### config.mk
export PLATFORM = sky130hd
export DESIGN_NAME = mux_arbiter
export DESIGN_NICKNAME = d
export VERILOG_FILES = /design/src/rtl/mux_arbiter.sv
export SDC_FILE = /design/constraint.sdc
export NUM_CORES = 1
export LEC_CHECK = 0
export BUFFER_PORTS_ARGS = -buffer_cell sky130_fd_sc_hd__clkbuf_2
export CAP_MARGIN = 20
export CORE_AREA = 2 2 45 47
export DETAILED_ROUTE_END_ITERATION = 8
export DIE_AREA = 0 0 47 49
export GPL_TIMING_DRIVEN = 0
export PLACE_DENSITY = 0.8
export SLEW_MARGIN = 5
export SYNTH_ARGS = -nofsm -noshare
export SYNTH_HDL_FRONTEND = slang
export SYNTH_SLANG_ARGS = --single-unit
### constraint.sdc
create_clock -name clk_i -period 1.77 [get_ports clk_i]
set_input_delay 0.177 -clock clk_i [delete_from_list [all_inputs] [get_ports clk_i]]
set_output_delay 0.177 -clock clk_i [all_outputs]
set_load 0.02 [all_outputs]
### src/rtl/mux_arbiter.sv
// Two-requester arbitrated mux: round-robin on ties, hold-limited grants,
// one-cycle grant latency and a registered data output.
module mux_arbiter #(
  parameter int WIDTH    = 4,
  parameter int MAX_HOLD = 8
) (
  input  logic             clk_i,
  input  logic             rst_i,
  input  logic             req_a_i,
  input  logic             req_b_i,
  input  logic [WIDTH-1:0] data_a_i,
  input  logic [WIDTH-1:0] data_b_i,
  output logic             gnt_a_o,
  output logic             gnt_b_o,
  output logic             sel_o,
  output logic [WIDTH-1:0] m_o,
  output logic             m_valid_o
);

  typedef enum logic [1:0] {
    IDLE    = 2'd0,
    GRANT_A = 2'd1,
    GRANT_B = 2'd2
  } state_e;

  localparam logic [7:0] HOLD_LAST = 8'(MAX_HOLD - 1);

  state_e           state_q, state_d;
  logic [7:0]       hold_cnt_q, hold_cnt_d;
  logic             last_grant_q, last_grant_d;  // 1'b1 = B was granted last
  logic             sel_q, sel_d;
  logic [WIDTH-1:0] m_q, m_d;
  logic             m_valid_q, m_valid_d;
  logic             gnt_a, gnt_b;
  logic             enter_s;

  // State register
  always_ff @(posedge clk_i) begin
    if (rst_i) begin
      state_q <= IDLE;
    end else begin
      state_q <= state_d;
    end
  end

  // Next-state logic
  always_comb begin
    state_d = state_q;
    case (state_q)
      IDLE: begin
        if (req_a_i && req_b_i) begin
          state_d = last_grant_q ? GRANT_A : GRANT_B;
        end else if (req_a_i) begin
          state_d = GRANT_A;
        end else if (req_b_i) begin
          state_d = GRANT_B;
        end else begin
          state_d = IDLE;
        end
      end
      GRANT_A: begin
        if (!req_a_i) begin
          state_d = req_b_i ? GRANT_B : IDLE;
        end else if (req_b_i && (hold_cnt_q == HOLD_LAST)) begin
          state_d = GRANT_B;
        end else begin
          state_d = GRANT_A;
        end
      end
      GRANT_B: begin
        if (!req_b_i) begin
          state_d = req_a_i ? GRANT_A : IDLE;
        end else if (req_a_i && (hold_cnt_q == HOLD_LAST)) begin
          state_d = GRANT_A;
        end else begin
          state_d = GRANT_B;
        end
      end
      default: begin
        state_d = IDLE;
      end
    endcase
  end

  // Grant decode from the registered state
  always_comb begin
    gnt_a = 1'b0;
    gnt_b = 1'b0;
    case (state_q)
      GRANT_A: gnt_a = 1'b1;
      GRANT_B: gnt_b = 1'b1;
      default: begin
        gnt_a = 1'b0;
        gnt_b = 1'b0;
      end
    endcase
  end

  // Datapath next values: hold counter restarts on every grant entry, incl. A<->B
  always_comb begin
    enter_s      = (state_d != state_q) && (state_d != IDLE);
    hold_cnt_d   = hold_cnt_q;
    last_grant_d = last_grant_q;
    sel_d        = sel_q;
    m_d          = m_q;
    m_valid_d    = 1'b0;
    if (enter_s) begin
      hold_cnt_d   = 8'd0;
      last_grant_d = (state_d == GRANT_B);
    end else if ((state_q != IDLE) && (hold_cnt_q != HOLD_LAST)) begin
      hold_cnt_d = hold_cnt_q + 8'd1;
    end else begin
      hold_cnt_d = hold_cnt_q;
    end
    if (state_d == GRANT_A) begin
      sel_d = 1'b0;
    end else if (state_d == GRANT_B) begin
      sel_d = 1'b1;
    end else begin
      sel_d = sel_q;
    end
    if (gnt_a && req_a_i) begin
      m_d       = data_a_i;
      m_valid_d = 1'b1;
    end else if (gnt_b && req_b_i) begin
      m_d       = data_b_i;
      m_valid_d = 1'b1;
    end else begin
      m_d       = m_q;
      m_valid_d = 1'b0;
    end
  end

  // Datapath registers
  always_ff @(posedge clk_i) begin
    if (rst_i) begin
      hold_cnt_q   <= 8'd0;
      last_grant_q <= 1'b1;
      sel_q        <= 1'b0;
      m_q          <= '0;
      m_valid_q    <= 1'b0;
    end else begin
      hold_cnt_q   <= hold_cnt_d;
      last_grant_q <= last_grant_d;
      sel_q        <= sel_d;
      m_q          <= m_d;
      m_valid_q    <= m_valid_d;
    end
  end

  assign gnt_a_o   = gnt_a;
  assign gnt_b_o   = gnt_b;
  assign sel_o     = sel_q;
  assign m_o       = m_q;
  assign m_valid_o = m_valid_q;

endmodule

==> results of run 1 <==
## worst paths after layout
| kind | slack, ns | to | startpoint | depth (start not counted) |
|---|---|---|---|---|
| hold reg to reg | 0.48 | m_o[2]$_SDFFE_PP0P_ | m_o[2]$_SDFFE_PP0P_ | 2 |
| hold / removal | 0.15 | m_o[2]$_SDFFE_PP0P_ | data_b_i[2] | 3 |
| setup / recovery | 0.11 | hold_cnt_q[0]$_SDFFE_PP0P_ | hold_cnt_q[0]$_SDFFE_PP0P_ | 6 |
| setup reg to reg | 0.11 | hold_cnt_q[0]$_SDFFE_PP0P_ | hold_cnt_q[0]$_SDFFE_PP0P_ | 6 |
## state kept, by name, indices dropped and copies added, names as in the netlist
register      count
last_grant_q      1
m_valid_o         1
hold_cnt_q        8
m_o               4
state_q           2
sel_o             1
## power by group
group	internal (mW)	switching, mW	total (mW)
Clock	0.0874	0.112	0.200
Sequential	0.402	0.0101	0.412
Combinational	0.0729	0.0990	0.172
## per-layer routing
| metal | share of wire (%) | vias to the layer above |
|---|---|---|
| met2 | 50 | 20 |
| met1 | 44 | 361 |
| met5 | 0 | - |
| met3 | 5.2 | 2 |
| met4 | 0.73 | 0 |
| li1 | - | 405 |
## metrics by stage
step / setup WS [ns] / instance area (sq um) / util, %
6_report: 0.1105 / 1056 / 57.34
5_1_grt: 0.02346 / 1056 / 57.34
4_1_cts: 0.01873 / 1035 / 56.18
3_5_place_dp: -0.03912 / 988.4 / 53.67
3_3_place_gp: 0.02850 / 988.4 / 53.67
2_1_floorplan: 0.1762 / 869.6 / -
## kinds of logic after synthesis
logic type | count (synthesis) | synth area share [%]
buf+inv | 8 | 5.467
fa+ha+maj | 1 | 1.439
mux | 1 | 1.151
xor+xnor | 5 | 5.036
simple gates | 39 | 26.04
flops | 17 | 39.14
compound gates | 27 | 21.73
## critical path: stages (launching register included)
cell and delay [ns]:
dfxtp_1 0.34, ha_1 0.23, nor4bb_4 0.17, and2_4 0.18, a311o_1 0.36, buf_6 0.14, nor3_1 0.16
## what timing repair did
action / 4_1_cts / 5_1_grt
resized for setup: 0 / 4
pin swaps: 1 / 1
setup buffers: 1 / 1
setup endpoints to repair: 10 / 10
hold endpoints to repair: 0 / 0
## cell usage after synthesis
library cell / count / area, sq um
or3_1: 1 / 6.260
o211ai_1: 1 / 7.510
o21ai_0: 3 / 15.01
o21a_1: 1 / 7.510
o21ba_2: 1 / 10.01
nor4bb_4: 1 / 25.02
and2_4: 1 / 8.760
nor3b_1: 1 / 7.510
or2_2: 1 / 6.260
a21o_1: 1 / 7.510
a21oi_1: 9 / 45.04
nor3_2: 1 / 10.01
ha_1: 1 / 12.51
a31oi_1: 1 / 6.260
mux2i_1: 1 / 10.01
buf_2: 2 / 10.01
a2bb2oi_1: 1 / 8.760
buf_1: 1 / 3.750
nor3_4: 1 / 16.27
a311oi_1: 4 / 35.03
o2111ai_1: 1 / 8.760
nor2_1: 8 / 30.03
nor2b_1: 2 / 12.51
buf_6: 2 / 22.52
nor3_1: 8 / 40.04
dfxtp_1: 17 / 340.3
xnor2_1: 5 / 43.79
a311o_1: 1 / 10.01
nand2_1: 7 / 26.28
nand2b_1: 2 / 12.51
nand3_1: 5 / 25.02
a211oi_1: 1 / 7.510
clkbuf_1: 2 / 7.510
inv_1: 1 / 3.750
a211o_2: 2 / 20.02
## cells in the final DEF (no fill, tap or decap), types with 2 or more instances in the layout
cell type / Yosys / final
dfxtp_1: 17 / 17
xnor2_1: 5 / 5
nand2_1: 7 / 7
a211o_2: 2 / 2
nor3_2: 1 / 2
nand2b_1: 2 / 2
clkbuf_2: 0 / 17
nand3_1: 5 / 5
nor2_1: 8 / 8
buf_2: 2 / 2
nor3_1: 8 / 7
a311oi_1: 4 / 4
clkbuf_4: 0 / 3
buf_6: 2 / 2
clkbuf_1: 2 / 3
nor2b_1: 2 / 2
a21oi_1: 9 / 8
o21ai_0: 3 / 2
## layout make-up
class	instances	area, sq um
fill	177	785.8
multi-input combinational	73	495.5
tap	27	33.78
timing repair buffer	19	112.6
buffer	7	43.79
clock buffer	4	26.28
inverter	1	3.754
sequential	17	340.3
==> qor_table.md, run 1 <==
| Group | Parameter | This run |
|---|---|---|
| timing | Number of endpoints with negative hold slack in the final report | 0 |
| job | Reported max-cap violation count | 0 |
| detailed routing | First-pass DRT Iterations | 4 |
| power and ir drop | Static leakage power | 0.3938 nW |
| hold path | Min-delay worst type | in2reg |
| worst setup path | Critical Setup Path Class | reg2reg |
| timing | Fin. max-slew vios | 0 |
| cells and area | Number of nets in the final layout | 135 |
| logic synthesis | Syn. warnings | 0 |
| timing | Final setup skew | 0.001310 ns |
| logic synthesis | Share of the yosys chip area belonging to registers | 39.14% |
| floorplan | Area of the core | 0.001842 sq mm |
| detailed routing | DRT Wirelength | 1780 microns |
| power and ir drop | Total power draw | 784.0 uW |
| place | Final RePlAce weighted congestion | 0.7702 |
| cells and area | Syn-to-layout area delta | 21.44% |
| global route | Largest net degree at the start of global routing | 11 |
| logic synthesis | Distinct cell type count after synthesis | 35 |
| detailed routing | Via count | 788 |
| clock network | CTS max path bufs | 2 |
| clock network | CTS buffer count | 3 |
| power and ir drop | Largest voltage drop on the vdd net | 0.0004498 V |
| global route | Number of global-route vias before repair | 739 |
| detailed routing | Drc violations | 0 |
| place | Count of input and output buffers | 17 |
| place | Dpl cells | 142 |
| global route | Layer with the highest usage | met2 |
| timing | Post-Route Hold Slack | 0.1514 ns |
| detailed routing | Post-DRT Antenna Nets | 0 |
| floorplan | Chip Width | 47 microns |
| clock network | Clock root buffer master | clkbuf_4 |
| floorplan | Die height | 49 microns |
| timing | Actual slew at the worst max-slew pin | 0.4043 ns |
| cells and area | Antenna diodes | 0 |
| status | Run status | completed |
| clock network | Maximum level of the CTS H-tree | 1 |
| global route | Number of antenna violations at the first check in global routing | 0 |
| worst setup path | WP data required | 1.98 ns |
| timing | Final cycle utilization of the critical path | 93.76% |
| clock network | Clock-pin slew of the registers on the worst-case setup and hold paths | 0.09 ns |
| cells and area | Share of cells above drive strength 1 | 30.58% |
| global route | GRT met2 Usage | 28.77% |
| timing | Highest achievable clock rate | 602.6 MHz |
| logic synthesis | Nets in the synthesized netlist | 111 |
| logic synthesis | Post-synthesis instance area | 869.6 sq um |
| logic synthesis | Per-instance average area after synthesis | 8.873 sq um |
| floorplan | Effective utilization at floorplan | 47.21% |
| floorplan | Die Outline Area | 0.002303 sq mm |
| cells and area | Final instance count without filler cells | 148 |
| logic synthesis | Gate Count Post-Synth | 98 |
| place | Detailed placer's ending HPWL | 1314 microns |
| clock network | TritonCTS clock tree | done |
| global route | Fraction of met3 tracks used by global routing | 2.222% |
| clock network | Number of clock sinks | 17 |
| global route | Wire length of the first global-routing pass | 2898 microns |
| clock network | Clock latency at the later pin of the worst-skew pair | 0.28 ns |
| global route | Sum of overflow across all layers after global routing | 0 |
| timing | Unrepaired setup endpoints after global routing | no |
| power and ir drop | Power per unit of standard cell area | 742.4 mW/mm^2 |
| timing | Final number of setup-violating endpoints | 0 |
| clock network | Quantity of hold-fixing buffers added after cts | 0 |
| global route | Overall global routing resource usage | 16.93% |
| detailed routing | Drt initial violations | 14 |
| detailed routing | Ratio of routed vias to standard cells | 5.324 |
| logic synthesis | Number of flip-flops and latches in the synthesized netlist | 17 |
| worst setup path | Crit path capture type | flop |
| floorplan | Top-level I/O count | 20 |
| worst setup path | Launching element type of the critical path | flop |
| worst setup path | Data arrival time of the critical path | 1.87 ns |
| global route | Grt met1 use | 19.77% |
| timing | Shortest clock period the worst path allows after layout | 1.659 ns |
| timing | Max-Slew Margin vs Limit | 73.05% |
| floorplan | Num rows | 16 |
| detailed routing | Detailed-route wire length per cell | 12.03 microns |
| worst setup path | Largest fanout on the critical path | 9 |
| timing | Accumulated negative setup slack | 0 ns |
(Power assumes the default switching activity.)
==> run 2, diff against run 1 <==
--- a/config.mk
+++ b/config.mk
@@ -5,13 +5,14 @@
 export SDC_FILE = /design/constraint.sdc
 export NUM_CORES = 1
 export LEC_CHECK = 0
-export BUFFER_PORTS_ARGS = -buffer_cell sky130_fd_sc_hd__clkbuf_2
+export BUFFER_PORTS_ARGS = -buffer_cell sky130_fd_sc_hd__buf_2
 export CAP_MARGIN = 20
 export CORE_AREA = 2 2 45 47
 export DETAILED_ROUTE_END_ITERATION = 8
 export DIE_AREA = 0 0 47 49
 export GPL_TIMING_DRIVEN = 0
 export PLACE_DENSITY = 0.8
+export RECOVER_POWER = 25
 export SLEW_MARGIN = 5
 export SYNTH_ARGS = -nofsm -noshare
 export SYNTH_HDL_FRONTEND = slang
==> run 2 against run 1 <==
  * Total power is essentially flat
  * First-iteration DRC count shrank 50%
  * Via count grew 1.6%
  * Register-to-register slack lost 0.02 ns
  * Combinational power is essentially flat
  * Cell count grew 0.68%
  * Count of clock-buffer cells in the layout shrank 1
  * Die area is the same
  * Non-clock buffer count grew 1
  * Largest power group unchanged
==> qor_table.md, run 2 (synthesized netlist as in run 1, its figures left out) <==
| Group | Parameter | This run | Change |
|---|---|---|---|
| status | Run status | completed | unchanged |
| place | Dpl cells | 142 | unchanged |
| worst setup path | Largest fanout on the critical path | 9 | unchanged |
| clock network | Clock latency at the later pin of the worst-skew pair | 0.28 ns | about the same |
| detailed routing | Drt initial violations | 7 | was 14 |
| power and ir drop | Largest voltage drop on the vdd net | 0.0004891 V | was 0.0004498 V |
| floorplan | Area of the core | 0.001842 sq mm | unchanged |
| floorplan | Die height | 49 microns | unchanged |
| timing | Shortest clock period the worst path allows after layout | 1.678 ns | was 1.659 ns |
| worst setup path | Data arrival time of the critical path | 1.88 ns | was 1.87 ns |
| cells and area | Largest reg by FF count | hold_cnt_q | unchanged |
| floorplan | Effective utilization at floorplan | 47.21% | unchanged |
| clock network | Clock root buffer master | clkbuf_4 | unchanged |
| timing | Final cycle utilization of the critical path | 94.79% | was 93.76% |
| clock network | TritonCTS clock tree | done | unchanged |
| timing | Max-Slew Margin vs Limit | 73.16% | was 73.05% |
| timing | Final number of setup-violating endpoints | 0 | unchanged |
| worst setup path | Critical Setup Path Class | reg2reg | unchanged |
| detailed routing | Ratio of routed vias to standard cells | 5.376 | was 5.324 |
| floorplan | Num rows | 16 | unchanged |
| cells and area | Antenna diodes | 0 | unchanged |
| cells and area | Highest-count cells in the layout ignoring fill and taps | dfxtp_1, buf_2, clkbuf_1, nor2_1 | was dfxtp_1, clkbuf_2, nor2_1, a21oi_1 |
| detailed routing | Sum of met2 wire segment lengths after detailed routing | 925 microns | was 892 microns |
| clock network | Quantity of hold-fixing buffers added after cts | 0 | unchanged |
| global route | Sum of overflow across all layers after global routing | 0 | unchanged |
| cells and area | Number of flip-flops in the largest register | 8 | unchanged |
| global route | Overall global routing resource usage | 18.11% | was 16.93% |
| detailed routing | Top Layer Used | met4 | unchanged |
| cells and area | Final instance count without filler cells | 149 | was 148 |
| detailed routing | DRT Wirelength | 1912 microns | was 1780 microns |
| detailed routing | Via count | 801 | was 788 |
| timing | Final setup skew | 0.0008293 ns | was 0.001310 ns |
| clock network | CTS buffer count | 3 | unchanged |
| worst setup path | WP data required | 1.97 ns | was 1.98 ns |
| cells and area | Share of cells above drive strength 1 | 28.69% | was 30.58% |
| timing | Unrepaired setup endpoints after global routing | no | unchanged |
| cells and area | Syn-to-layout area delta | 22.16% | was 21.44% |
| cells and area | Filler Cells Inserted | 181 | was 177 |
| timing | Setup ws final | 0.09220 ns | was 0.1105 ns |
| place | Worst slack after detailed placement | -0.05848 ns | was -0.03912 ns |
| power and ir drop | Static leakage power | 0.3814 nW | was 0.3938 nW |
| detailed routing | Total met3 wirelength after detailed routing | 89 microns | was 92 microns |
| place | Cell Area, Placed | 988.4 sq um | unchanged |
| clock network | Maximum level of the CTS H-tree | 1 | unchanged |
| global route | Wire length of the first global-routing pass | 3105 microns | was 2898 microns |
| timing | Number of endpoints with negative hold slack in the final report | 0 | unchanged |
| cells and area | Most common cell after layout, fill and taps aside | dfxtp_1 |  |
| timing | Actual slew at the worst max-slew pin | 0.4026 ns | was 0.4043 ns |
| detailed routing | Drc violations | 0 | unchanged |
| global route | Largest net degree at the start of global routing | 11 | unchanged |
| place | Count of input and output buffers | 17 | unchanged |
| detailed routing | Post-DRT Antenna Nets | 0 | unchanged |
| detailed routing | Detailed-route wire length per cell | 12.83 microns | was 12.03 microns |
| clock network | Clock-pin slew of the registers on the worst-case setup and hold paths | 0.10 ns | was 0.09 ns |
| floorplan | Die Outline Area | 0.002303 sq mm | unchanged |
| hold path | Min-delay worst type | in2reg | unchanged |
| clock network | Number of clock sinks | 17 | unchanged |
| global route | Number of global-route vias before repair | 764 | was 739 |
| detailed routing | Length of routed wiring on met1 | 879 microns | was 782 microns |
| floorplan | Chip Width | 47 microns | unchanged |
| worst setup path | Launching element type of the critical path | flop | unchanged |
| power and ir drop | Power per unit of standard cell area | 738.3 mW/mm^2 | was 742.4 mW/mm^2 |
| timing | Highest achievable clock rate | 596.0 MHz | was 602.6 MHz |
| clock network | CTS max path bufs | 2 | unchanged |
| place | Detailed placer's ending HPWL | 1362 microns | was 1314 microns |
| cells and area | Final core utilization | 57.68% | was 57.34% |
| place | Final RePlAce weighted congestion | 0.7716 | was 0.7702 |
| timing | Post-Route Hold Slack | 0.1701 ns | was 0.1514 ns |
| cells and area | Number of nets in the final layout | 136 | was 135 |
| global route | Number of antenna violations at the first check in global routing | 0 | unchanged |
| worst setup path | Crit path capture type | flop | unchanged |
| job | Reported max-cap violation count | 0 | unchanged |
| hold path | Hold depth | 3 | unchanged |
| timing | Fin. max-slew vios | 0 | unchanged |
| detailed routing | First-pass DRT Iterations | 4 | unchanged |
| cells and area | Finished Cell Area | 0.001062 sq mm | was 0.001056 sq mm |
| worst setup path | Depth of the worst register-to-register path | 6 | unchanged |
| floorplan | Top-level I/O count | 20 | unchanged |
[run 2: timing repair]
action | CTS | global route
buffers inserted | 1 | 2
endpoints found under the setup margin | 10 | 4
gates resized for setup | 0 | 6
pin swaps | 2 | 0
[run 2: critical path, cell delays in order (launching register included)]
cell and delay [ns]:
dfxtp_2 0.34, ha_1 0.22, nor4bb_4 0.17, and2_4 0.18
a311o_1 0.36, buf_6 0.14, nor3_1 0.17
[run 2: area by class of cell]
cell class / count / area, sq um / share of cell area (%)
repair buffers: 20 / 112.6 / 10.60
clock buffers: 3 / 22.52 / 2.120
clock inverters: 1 / 5.005 / 0.4711
inverters: 1 / 3.754 / 0.3534
flip-flops and latches: 17 / 341.6 / 32.16
plain buffers: 7 / 43.79 / 4.122
well taps: 27 / 33.78 / 3.180
multi-input cells: 73 / 499.2 / 47.00
[run 2: per-layer routing]
metal,global-route usage [%],vias to the layer above
li1,-,405
met5,0,-
met2,30.82,22
met4,7.407,0
met1,21.00,372
met3,3.704,2
[run 2: path summary, 6_finish.rpt]
path,start,endpoint,slack (ns)
hold reg to reg,m_o[2]$_SDFFE_PP0P_,m_o[2]$_SDFFE_PP0P_,0.49
setup reg to reg,hold_cnt_q[0]$_SDFFE_PP0P_,hold_cnt_q[0]$_SDFFE_PP0P_,0.09
hold / removal,data_a_i[2],m_o[2]$_SDFFE_PP0P_,0.17
setup / recovery,hold_cnt_q[0]$_SDFFE_PP0P_,hold_cnt_q[0]$_SDFFE_PP0P_,0.09
[run 2: power by group]
part / total, mW / switching, mW / internal, mW
Combinational: 0.171 / 0.0998 / 0.0707
Sequential: 0.414 / 0.0111 / 0.403
Clock: 0.200 / 0.116 / 0.0838
Total: 0.784 / 0.227 / 0.557
[run 2: metrics by stage]
| stage | TNS, ns | total power, mW |
|---|---|---|
| floorplan | 0 | 0.5336 |
| global placement | 0 | 0.5741 |
| detailed placement | -0.4732 | 0.5805 |
| CTS | 0 | 0.7920 |
| global route | 0 | 0.8394 |
| finish | 0 | 0.7843 |
==> run 3, diff against run 2 <==
--- a/config.mk
+++ b/config.mk
@@ -11,7 +11,7 @@
 export DETAILED_ROUTE_END_ITERATION = 8
 export DIE_AREA = 0 0 47 49
 export GPL_TIMING_DRIVEN = 0
-export PLACE_DENSITY = 0.8
+export PLACE_DENSITY = 0.72
 export RECOVER_POWER = 25
 export SLEW_MARGIN = 5
 export SYNTH_ARGS = -nofsm -noshare
==> run 3 against run 2 <==
  * Register-to-register slack got worse by 0.02 ns
  * Global-route usage decreased by 0.21 points
  * Count of clock-buffer cells in the layout is 1 higher
  * Combinational power down 3%
  * Die area unchanged
  * Non-clock buffer count fell by 1
  * Maximum frequency shrank 0.92%
  * Setup slack lost 0.016 ns
  * Sequential share of layout area is 0.93 points higher
  * Final area is 3.2% lower
==> qor_table.md, run 3 (synthesized netlist as in run 1, its figures left out) <==
| Group | Parameter | This run | Change |
|---|---|---|---|
| status | Run status | completed | unchanged |
| floorplan | Top-level I/O count | 20 | unchanged |
| power and ir drop | Static leakage power | 0.3727 nW | was 0.3814 nW |
| clock network | Clock root buffer master | clkbuf_4 | unchanged |
| timing | Highest achievable clock rate | 590.5 MHz | was 596.0 MHz |
| place | Cell Area, Placed | 988.4 sq um | unchanged |
| global route | Number of global-route vias before repair | 730 | was 764 |
| worst setup path | Launching element type of the critical path | flop | unchanged |
| power and ir drop | Total power draw | 784.6 uW | was 784.3 uW |
| place | Final RePlAce weighted congestion | 0.7810 | was 0.7716 |
| clock network | Clock latency at the later pin of the worst-skew pair | 0.28 ns | about the same |
| power and ir drop | Sw Pwr | 227.5 uW | was 227.0 uW |
| detailed routing | Detailed-route wire length per cell | 12.94 microns | was 12.83 microns |
| worst setup path | Data arrival time of the critical path | 1.88 ns | about the same |
| floorplan | Area of the core | 0.001842 sq mm | unchanged |
| cells and area | Final core utilization | 55.84% | was 57.68% |
| global route | Largest net degree at the start of global routing | 11 | unchanged |
| worst setup path | Worst-path cell with the longest stage delay | dfxtp_1 | was a311o_1 |
| timing | Final number of setup-violating endpoints | 0 | unchanged |
| detailed routing | Drc violations | 0 | unchanged |
| power and ir drop | Proportion of total power due to net switching | 29.00% | was 28.94% |
| floorplan | Effective utilization at floorplan | 47.21% | unchanged |
| timing | Actual slew at the worst max-slew pin | 0.4175 ns | was 0.4026 ns |
| job | Reported max-cap violation count | 0 | unchanged |
| floorplan | Num rows | 16 | unchanged |
| cells and area | Finished Cell Area | 0.001028 sq mm | was 0.001062 sq mm |
| cells and area | Number of nets in the final layout | 135 | was 136 |
| power and ir drop | Largest voltage drop on the vdd net | 0.0004304 V | was 0.0004891 V |
| clock network | CTS buffer count | 3 | unchanged |
| timing | Shortest clock period the worst path allows after layout | 1.693 ns | was 1.678 ns |
| cells and area | Highest-count cells in the layout ignoring fill and taps | dfxtp_1, buf_2, a21oi_1 | was dfxtp_1, buf_2, clkbuf_1, nor2_1 |
| detailed routing | First-pass DRT Iterations | 4 | unchanged |
| power and ir drop | Sequential Power Share | 52.6% | was 52.8% |
| detailed routing | Via count | 800 | was 801 |
| cells and area | Syn-to-layout area delta | 18.27% | was 22.16% |
| timing | Final cycle utilization of the critical path | 95.68% | was 94.79% |
| floorplan | Die height | 49 microns | unchanged |
| cells and area | Antenna diodes | 0 | unchanged |
| clock network | CTS max path bufs | 2 | unchanged |
| timing | Max-Slew Margin vs Limit | 72.16% | was 73.16% |
| timing | Unrepaired setup endpoints after global routing | yes | was no |
| detailed routing | Post-DRT Antenna Nets | 0 | unchanged |
| clock network | Quantity of hold-fixing buffers added after cts | 0 | unchanged |
| clock network | TritonCTS clock tree | done | unchanged |
| cells and area | Most common cell after layout, fill and taps aside | dfxtp_1 | unchanged |
| worst setup path | Largest fanout on the critical path | 5 | was 9 |
| worst setup path | Crit path capture type | flop | unchanged |
| power and ir drop | Relative contribution of the clock network to total power | 26.2% | was 25.5% |
| place | Count of input and output buffers | 17 | unchanged |
| global route | Sum of overflow across all layers after global routing | 0 | unchanged |
| global route | Wire length of the first global-routing pass | 3015 microns | was 3105 microns |
| floorplan | Die Outline Area | 0.002303 sq mm | unchanged |
| hold path | Min-delay worst type | in2reg | unchanged |
| clock network | Number of clock sinks | 17 | unchanged |
| worst setup path | Sequence of cells on the critical path | ha_1 -> nor4bb_4 -> a21oi_1 -> nor3_4 -> buf_4 -> a211o_2 | was ha_1 -> nor4bb_4 -> and2_4 -> a311o_1 -> buf_6 -> nor3_1 |
| power and ir drop | Combinational share of power | 21.2% | was 21.7% |
| global route | Overall global routing resource usage | 17.90% | was 18.11% |
| detailed routing | DRT Wirelength | 1915 microns | was 1912 microns |
| power and ir drop | Pint | 557.1 uW | was 557.3 uW |
| detailed routing | Ratio of routed vias to standard cells | 5.405 | was 5.376 |
| clock network | Maximum level of the CTS H-tree | 1 | unchanged |
| worst setup path | Critical Setup Path Class | reg2reg | unchanged |
| timing | Fin. max-slew vios | 0 | unchanged |
| detailed routing | Drt initial violations | 17 | was 7 |
| timing | Number of endpoints with negative hold slack in the final report | 0 | unchanged |
| clock network | Clock-pin slew of the registers on the worst-case setup and hold paths | 0.10 ns | about the same |
| worst setup path | WP data required | 1.95 ns | was 1.97 ns |
| cells and area | Largest reg by FF count | hold_cnt_q | unchanged |
| place | Detailed placer's ending HPWL | 1378 microns | was 1362 microns |
| floorplan | Chip Width | 47 microns | unchanged |
| global route | Number of antenna violations at the first check in global routing | 0 | unchanged |
| power and ir drop | Power per unit of standard cell area | 762.9 mW/mm^2 | was 738.3 mW/mm^2 |
| cells and area | Share of cells above drive strength 1 | 24.79% | was 28.69% |
| timing | Final setup skew | 0.0007466 ns | was 0.0008293 ns |
| worst setup path | Slowest Stage Delay on Critical Path | 0.34 ns | was 0.36 ns |
| cells and area | Number of flip-flops in the largest register | 8 | unchanged |
run 3: changes by cell type in the layout (fill, tap and decap cells not counted):
| cell | delta |
|---|---|
| buf_12 | -1 |
| a21oi_1 | +2 |
| clkinv_2 | -1 |
| a211oi_1 | +1 |
| a211oi_2 | -1 |
| buf_2 | +1 |
| dfxtp_2 | -1 |
| dfxtp_1 | +1 |
| a21oi_2 | -2 |
run 3: critical path: cells and delay by family, from the launching register on:
family                     cells  cell delay [ns]
and+or+nand+nor                2             0.25
AOI/OAI and AO/OA              2             0.59
DFF                            1             0.34
adders and majority gates      1             0.23
buffers and inverters          1             0.17
run 3: power by group through the flow:
stage	registers, mW	logic [mW]	clock network (mW)
finish	0.413	0.166	0.206
global route	0.415	0.181	0.230
CTS	0.412	0.167	0.209
floorplan	0.434	0.0997	0
global placement	0.420	0.155	0
detailed placement	0.421	0.160	0
run 3: layout make-up:
| type | instances | area (sq um) |
|---|---|---|
| timing repair buffer | 19 | 93.84 |
| fill | 183 | 813.3 |
| tap | 27 | 33.78 |
| buffer | 7 | 43.79 |
| multi-input combinational | 73 | 486.7 |
| clock buffer | 4 | 26.28 |
| inverter | 1 | 3.754 |
| sequential | 17 | 340.3 |
run 3: final timing paths:
path                               from                   endpoint  slack, ns  cells after the start
max          hold_cnt_q[0]$_SDFFE_PP0P_  last_grant_q$_SDFFE_PP1P_       0.08                      6
min                         data_b_i[0]        m_o[0]$_SDFFE_PP0P_       0.16                      3
max reg2reg  hold_cnt_q[0]$_SDFFE_PP0P_  last_grant_q$_SDFFE_PP1P_       0.08                      6
min reg2reg         m_o[0]$_SDFFE_PP0P_        m_o[0]$_SDFFE_PP0P_       0.49                      2
run 3: timing repair:
| action | in CTS | in global routing |
|---|---|---|
| endpoints found under the setup margin | 10 | 11 |
| gates resized for setup | 0 | 2 |
| pin swaps | 1 | 1 |
| setup buffers | 2 | 0 |
run 3: through the flow:
step                      setup WS, ns  hold slack, ns  setup TNS [ns]  instances
after floorplan                 0.1762          0.3472               0         98
after global placement        0.006255          0.4643               0        142
after detailed placement      -0.05450          0.4689         -0.4130        142
after CTS                      0.01207          0.1622               0        148
after global routing          -0.01225          0.1647        -0.02360        148
final                          0.07654          0.1648               0        148
run 3: layer usage:
| layer | up-vias | routed length [microns] | track usage [%] |
|---|---|---|---|
| met5 | - | 0 | 0 |
| met4 | 0 | 29 | 6.944 |
| met2 | 22 | 943 | 31.05 |
| li1 | 404 | - | - |
| met1 | 369 | 839 | 20.60 |
| met3 | 5 | 102 | 3.333 |
